<file path="src/rtl/div_sched.sv">
// Round-robin scheduler sharing one pipelined, non-stallable divider among N_REQ requesters.
// Issue tags travel in a shift register matched to the divider latency and steer registered response pulses.
module div_sched #(
  parameter int unsigned DATA_W  = 32,
  parameter int unsigned N_REQ   = 4,
  parameter int unsigned LATENCY = DATA_W
) (
  input  logic                      clk,
  input  logic                      rst,
  input  logic [N_REQ-1:0]          req_valid,
  output logic [N_REQ-1:0]          req_ready,
  input  logic [N_REQ*DATA_W-1:0]   req_dividend,
  input  logic [N_REQ*DATA_W-1:0]   req_divisor,
  output logic [N_REQ-1:0]          rsp_valid,
  output logic                      rsp_dbz,
  output logic [DATA_W-1:0]         rsp_quotient,
  output logic [DATA_W-1:0]         rsp_remainder,
  output logic [DATA_W-1:0]         div_dividend,
  output logic [DATA_W-1:0]         div_divisor,
  input  logic [DATA_W-1:0]         div_quotient,
  input  logic [DATA_W-1:0]         div_remainder,
  output logic                      idle
);

  localparam int unsigned ID_W = (N_REQ > 1) ? $clog2(N_REQ) : 1;

  typedef struct packed {
    logic            vld;
    logic [ID_W-1:0] id;
    logic            dbz;
  } tag_t;

  logic [ID_W-1:0]   last_q, last_d;
  logic              grant_vld;
  logic [ID_W-1:0]   grant_id;
  int unsigned       idx;
  logic [DATA_W-1:0] sel_dividend, sel_divisor;
  logic              dbz_now;

  tag_t              tag_q [LATENCY];
  tag_t              tag_d;
  logic              inflight;

  logic [N_REQ-1:0]  rsp_valid_q, rsp_valid_d;
  logic              rsp_dbz_q, rsp_dbz_d;
  logic [DATA_W-1:0] rsp_quot_q, rsp_quot_d;
  logic [DATA_W-1:0] rsp_rem_q, rsp_rem_d;

  // Search starts one past the last grant and wraps; first valid hit wins.
  always_comb begin
    grant_vld = 1'b0;
    grant_id  = '0;
    idx       = 0;
    for (int unsigned k = 1; k <= N_REQ; k++) begin
      idx = (32'(last_q) + k) % N_REQ;
      for (int unsigned i = 0; i < N_REQ; i++) begin
        if (!rst && !grant_vld && (idx == i) && req_valid[i]) begin
          grant_vld = 1'b1;
          grant_id  = ID_W'(i);
        end
      end
    end
    last_d = grant_vld ? grant_id : last_q;
  end

  always_comb begin
    req_ready    = '0;
    sel_dividend = '0;
    sel_divisor  = '0;
    for (int unsigned i = 0; i < N_REQ; i++) begin
      if (grant_vld && (grant_id == ID_W'(i))) begin
        req_ready[i] = 1'b1;
        sel_dividend = req_dividend[i*DATA_W +: DATA_W];
        sel_divisor  = req_divisor[i*DATA_W +: DATA_W];
      end
    end
  end

  // Zero divisors never reach the divider; the flag rides in the tag instead.
  always_comb begin
    dbz_now      = grant_vld && (sel_divisor == '0);
    div_dividend = '0;
    div_divisor  = DATA_W'(1);
    if (grant_vld && !dbz_now) begin
      div_dividend = sel_dividend;
      div_divisor  = sel_divisor;
    end
    tag_d.vld = grant_vld;
    tag_d.id  = grant_id;
    tag_d.dbz = dbz_now;
  end

  always_ff @(posedge clk or posedge rst) begin
    if (rst) begin
      last_q <= ID_W'(N_REQ - 1);
    end else begin
      last_q <= last_d;
    end
  end

  always_ff @(posedge clk or posedge rst) begin
    if (rst) begin
      for (int unsigned i = 0; i < LATENCY; i++) begin
        tag_q[i] <= '0;
      end
    end else begin
      tag_q[0] <= tag_d;
      for (int unsigned i = 1; i < LATENCY; i++) begin
        tag_q[i] <= tag_q[i-1];
      end
    end
  end

  always_comb begin
    rsp_valid_d = '0;
    rsp_dbz_d   = rsp_dbz_q;
    rsp_quot_d  = rsp_quot_q;
    rsp_rem_d   = rsp_rem_q;
    if (tag_q[LATENCY-1].vld) begin
      for (int unsigned i = 0; i < N_REQ; i++) begin
        if (tag_q[LATENCY-1].id == ID_W'(i)) begin
          rsp_valid_d[i] = 1'b1;
        end
      end
      rsp_dbz_d  = tag_q[LATENCY-1].dbz;
      rsp_quot_d = tag_q[LATENCY-1].dbz ? '1 : div_quotient;
      rsp_rem_d  = tag_q[LATENCY-1].dbz ? '0 : div_remainder;
    end
  end

  always_ff @(posedge clk or posedge rst) begin
    if (rst) begin
      rsp_valid_q <= '0;
      rsp_dbz_q   <= 1'b0;
      rsp_quot_q  <= '0;
      rsp_rem_q   <= '0;
    end else begin
      rsp_valid_q <= rsp_valid_d;
      rsp_dbz_q   <= rsp_dbz_d;
      rsp_quot_q  <= rsp_quot_d;
      rsp_rem_q   <= rsp_rem_d;
    end
  end

  always_comb begin
    inflight = 1'b0;
    for (int unsigned i = 0; i < LATENCY; i++) begin
      inflight = inflight | tag_q[i].vld;
    end
  end

  assign idle          = !inflight && (rsp_valid_q == '0);
  assign rsp_valid     = rsp_valid_q;
  assign rsp_dbz       = rsp_dbz_q;
  assign rsp_quotient  = rsp_quot_q;
  assign rsp_remainder = rsp_rem_q;

endmodule

</file>
<file path="config.mk">
export PLATFORM = sky130hd
export DESIGN_NAME = div_sched
export DESIGN_NICKNAME = d
export VERILOG_FILES = /design/src/rtl/div_sched.sv
export SDC_FILE = /design/constraint.sdc
export NUM_CORES = 1
export LEC_CHECK = 0
export CAP_MARGIN = 20
export CORE_AREA = 2 2 183 185
export CTS_CLUSTER_DIAMETER = 150
export DETAILED_ROUTE_END_ITERATION = 12
export DIE_AREA = 0 0 185 187
export GPL_ROUTABILITY_DRIVEN = 0
export GPL_TIMING_DRIVEN = 0
export PLACE_DENSITY_LB_ADDON = 0.2
export SETUP_SLACK_MARGIN = 0.02
export SLEW_MARGIN = 20
export SYNTH_ARGS = -nofsm -noshare
export SYNTH_HDL_FRONTEND = slang
export SYNTH_SLANG_ARGS = --single-unit
</file>
<file path="constraint.sdc">
create_clock -name clk -period 16.55 [get_ports clk]
set_clock_uncertainty 0.2 [all_clocks]
set_input_delay 1.655 -clock clk [delete_from_list [all_inputs] [get_ports clk]]
set_output_delay 1.655 -clock clk [all_outputs]
set_load 0.03 [all_outputs]
</file>
======== Yosys cells after proc, flatten, opt, wreduce, memory -nomap -nowiden ========
Index checks and enable logic that the tools add are counted.
storage, ports and cells
  bits in registers ....................... 199
  output and inout port bits .............. 138
  input port bits ......................... 326
  word-level logic and storage cells ...... 286
cells by class
  bitwise gates (word level) .............. 31
  eq/ne operators ......................... 18
  reductions and logical operators ........ 80
  mux-type cells .......................... 52
  $add $sub $neg .......................... 4
operators by type and width
  kind                 count
  $mux 32              12
  $logic_not 32->1     5
  $logic_and 1x1->1    54
  $or 1x1->1           31
  $mux 2               14
  $mux 1               25
  $eq 2x2->1 const B   12
  $logic_not 1->1      18
  $eq 2x1->1 const B   6
  $add 2x1->2 const B  2
  $add 2x2->2 const B  2
  $logic_not 2->1      2
  $logic_not 4->1      1
  $mux 4               1

======== Depth between registers and ports, before layout ========
  depth in word-level cells ............... 91
  gate-level depth with buffers ........... 16
  gate-level depth less buffers ........... 10

======== Least setup slack after synthesis ========
Ideal clock, no wire load.
  path type ............................... input to output
  start ................................... in rst
  end ..................................... out div_dividend[27]
  arrival ................................. 9277 ps
  data required time ...................... 14695 ps
  buffers on the path ..................... 3
  stages on the path ...................... 11
  slack ................................... 5418 ps
  path through ............................ buf_2 > inv_1 > o21ai_0 > nor4_2 > nor3_2 > clkbuf_1 > o211ai_1 > nor3_1 > and4_1 > buf_6 > a211oi_1
on the way
  cells in the longest elaborated chain, start to end .. 90
  elaborated cells on any way between the ends .. 115
  those cells by class .................... eq/ne: 3; mux: 40; reduce/logical: 72
RTL lines
  item                            line  RTL
  from (decl)                     9     input logic rst,
  $logic_not 1->1 (no line) *     n/a
  $logic_and 1x1->1 (2 in a row)  57    if (!rst && !grant_vld && (idx == i) && req_valid[i]) begin
  $mux 1                          57
  $logic_not 1->1                 57
  $logic_and 1x1->1 (3 in a row)  57
  $mux 1                          57
  $logic_not 1->1                 57
  $logic_and 1x1->1 (3 in a row)  57
  (+66 left out)                  n/a
  $logic_not 2->1                 71    if (grant_vld && (grant_id == ID_W'(i))) begin
  $logic_and 1x1->1               71
  $mux 32 (4 in a row)            71
  $logic_not 32->1                81    dbz_now = grant_vld && (sel_divisor == '0);
  $logic_and 1x1->1               81
  $logic_not 1->1                 84    if (grant_vld && !dbz_now) begin
  $logic_and 1x1->1               84
  $mux 32 *                       84
  to (decl)                       18    output logic [DATA_W-1:0] div_dividend,
Mark *: on every way between the ends. The rest lies on a longest branch, timed or not.

======== Worst setup path in the final report ========
  start ................................... in rst
  end ..................................... out div_dividend[20]
The elaborated chain is that of the path after synthesis.

==> run summary <==
Post-synth ARST share = 100%
Antenna-violating nets left = 0
Most numerous cell in the Yosys netlist = dfrtp_1
H-tree depth = 4
Remaining DRCs = 0
IO Pins = 464
I/O Buffers = 462
CTS tree = built
Number of global-route vias before repair = 8483
Unrepaired setup endpoints after global routing = no
Synth top area cells = dfrtp_1 (58%), nand2_1 (5.5%), a21oi_1 (4.2%)
Core area = 32900 um2
Worst relative slew slack = 54.7%
Inserted Clock Buffers = 17
Cell count after synthesis = 807
Hold WS = 0.146 ns
Syn_area_per_cell = 10.6 um2
Yosys warning total = 0
Syn nets = 1133
EDFF count, synth = 0
Largest area contributor in the netlist = dfrtp_1
Worst setup SP type = input pin
Die width = 185 um
CP cell instances = clkdlybuf4s50_1 > buf_2 > inv_8 > o21ai_0 > nor4_2 > nor3_2 > clkbuf_1 > o211ai_1 > nor4_1 > and4_1 > buf_6 > buf_6 > a21oi_1 > clkdlybuf4s50_1
Worst Path Arrival = 6.00 ns
Hold Buf Count CTS = 0
Max IR drop VDD = 0.117 mV
Setup crit end kind = primary output
Clk buf depth = 2
Aggregate global-route resource usage = 19.5%
Hold depth = 0
Std cell rows = 67
DR vias = 8265
Drt first pass iters = 5
Hold Fails Final Rpt = 0
Dpl hpwl = 27.8 mm
Clock transition at path regs = 0.07 ns
DIE AREA = 34600 um2
Critical-path maximum fanout = 98
P&R area growth vs syn = 68.6%
Synth unique cells = 56
Iteration-0 DRC Markers = 393
First-pass GRT wire length = 51.0 mm
Min cycle time layout = 7.86 ns
Worst Tran Pin Value = 0.679 ns
Die height = 187 um
Setup Buffers After CTS = 0
Clock root buffer = clkbuf_16
Worst skew pair latency = 0.43 ns
Critical Path Max Stage Delay = 0.73 ns
Fillers = 3214
R2R depth = 12
Hold Path Class = register to register
Routed wire per std cell = 19.7 um
Max Cap Viol = 0
Leakage power = 0.00592 uW
Final Slew Violations = 0
Max Freq = 127 MHz
Setup violations, final = 0
Power per cell area = 199 nW/um2
Worst Path Class, Setup = input pin to primary output
Tcrit/Tclk final = 47.5%
Outcome = completed
Layout net count = 1615
Register area share after synthesis = 58.5%
Total grt overflow = 0
Prevailing post-synth register cell = dfrtp_1
Synthesized cell area = 8520 um2
#FFs+latches synth = 199
Total routed wirelength = 34.6 mm
Initial Utilization = 25.9%
CP max-delay cell = clkdlybuf4s50_1
Most common library cells after synthesis = dfrtp_1 (197), nand2_1 (125), a21oi_1 (71), nand3_1 (47), clkbuf_1 (42)
Footprint of the multi-input gates = 3020 um2
Initial antenna violation count = 5
Yosys top cell area share = 57.9%
Layout cell share with drive strength beyond 1 = 6.22%
CP required = 14.69 ns
Largest net degree at the start of global routing = 106
Post-DR vias/cell = 4.71
Clk sink count = 199
CTS resizes = 0
Setup TNS = 0 ns
Register area = 4980 um2
[cell families after synthesis]
logic type	count (synthesis)	synth area share, %
buffers and inverters	107	6.08
multiplexers	23	2.72
AND/OR/NAND/NOR	246	13.7
flip-flops	199	58.5
AO/OA/AOI/OAI	232	19.0
[layout by cell type, fill, tap and decap left out, drive strengths merged, types with 5 or more instances in the layout]
master / instances
nor3: 8
a221o: 10
clkinv: 5
a221oi: 34
mux2i: 22
clkdlybuf4s50: 462
inv: 46
buf: 26
a21oi: 81
nor2: 17
clkbuf: 59
o22a: 32
o21ai: 39
o211ai: 21
nand2b: 6
dfrtp: 197
nor4: 20
nand3: 47
nand2: 125
[routing by layer]
metal | GRT usage (%) | vias up | part of all wire [%]
li1 | - | 3864 | -
met1 | 21.1 | 3942 | 37
met2 | 35.5 | 409 | 51
met3 | 6.66 | 50 | 9.4
met4 | 6.35 | 0 | 2.8
met5 | 0 | - | 0
[cell type report]
cell class / instances / area share, %
clock buffers: 17 / 2.96
repair buffers: 463 / 32.4
diodes: 4 / 0.0697
clock inverters: 15 / 1.28
multi-input cells: 501 / 21.0
flip-flops and latches: 199 / 34.7
plain buffers: 67 / 2.55
well taps: 448 / 3.90
inverters: 40 / 1.12
[state kept, by name, summed over array words and instances, names as in the netlist]
register and count:
last_q 2, rsp_dbz 1, rsp_quotient 32, rsp_remainder 32, rsp_valid 4, tag_q 128
[power by group]
part | internal (uW) | total [uW] | switching (uW) | leakage [uW]
clock | 229 | 421 | 192 | 0.000292
combinational | 653 | 1660 | 1010 | 0.00317
sequential | 682 | 768 | 85.8 | 0.00245
[critical path, delay by kind of cell]
family,cells,cell delay (ns)
AOI/OAI and AO/OA,3,0.96
and+or+nand+nor,4,0.81
buffers and inverters,7,2.56
[stage by stage]
step | instance area, um2 | setup WS (ns) | power, uW | utilization (%) | cells
floorplan | 8520 | 5.42 | 1710 | - | 807
global placement | 13700 | 2.49 | 2440 | 41.7 | 1717
detailed placement | 13700 | 8.59 | 2450 | 41.8 | 1718
CTS | 14300 | 8.59 | 2880 | 43.7 | 1750
global route | 14400 | 8.30 | 3020 | 43.7 | 1753
finish | 14400 | 8.69 | 2850 | 43.7 | 1754
[path summary, 6_finish.rpt]
path,endpoint,start,slack (ns)
worst min-delay path,tag_q[20]$_DFF_PP0_,tag_q[24]$_DFF_PP0_,0.15
max in group asynchronous,tag_q[57]$_DFF_PP0_,rst,13.46
worst max register to register,tag_q[124]$_DFF_PP0_,last_q[0]$_DFFE_PP1P_,12.86
worst min register to register,tag_q[20]$_DFF_PP0_,tag_q[24]$_DFF_PP0_,0.15
worst max-delay path,div_dividend[20],rst,8.69
min in group asynchronous,tag_q[92]$_DFF_PP0_,rst,1.76
Power figures use the tool's default switching activity.
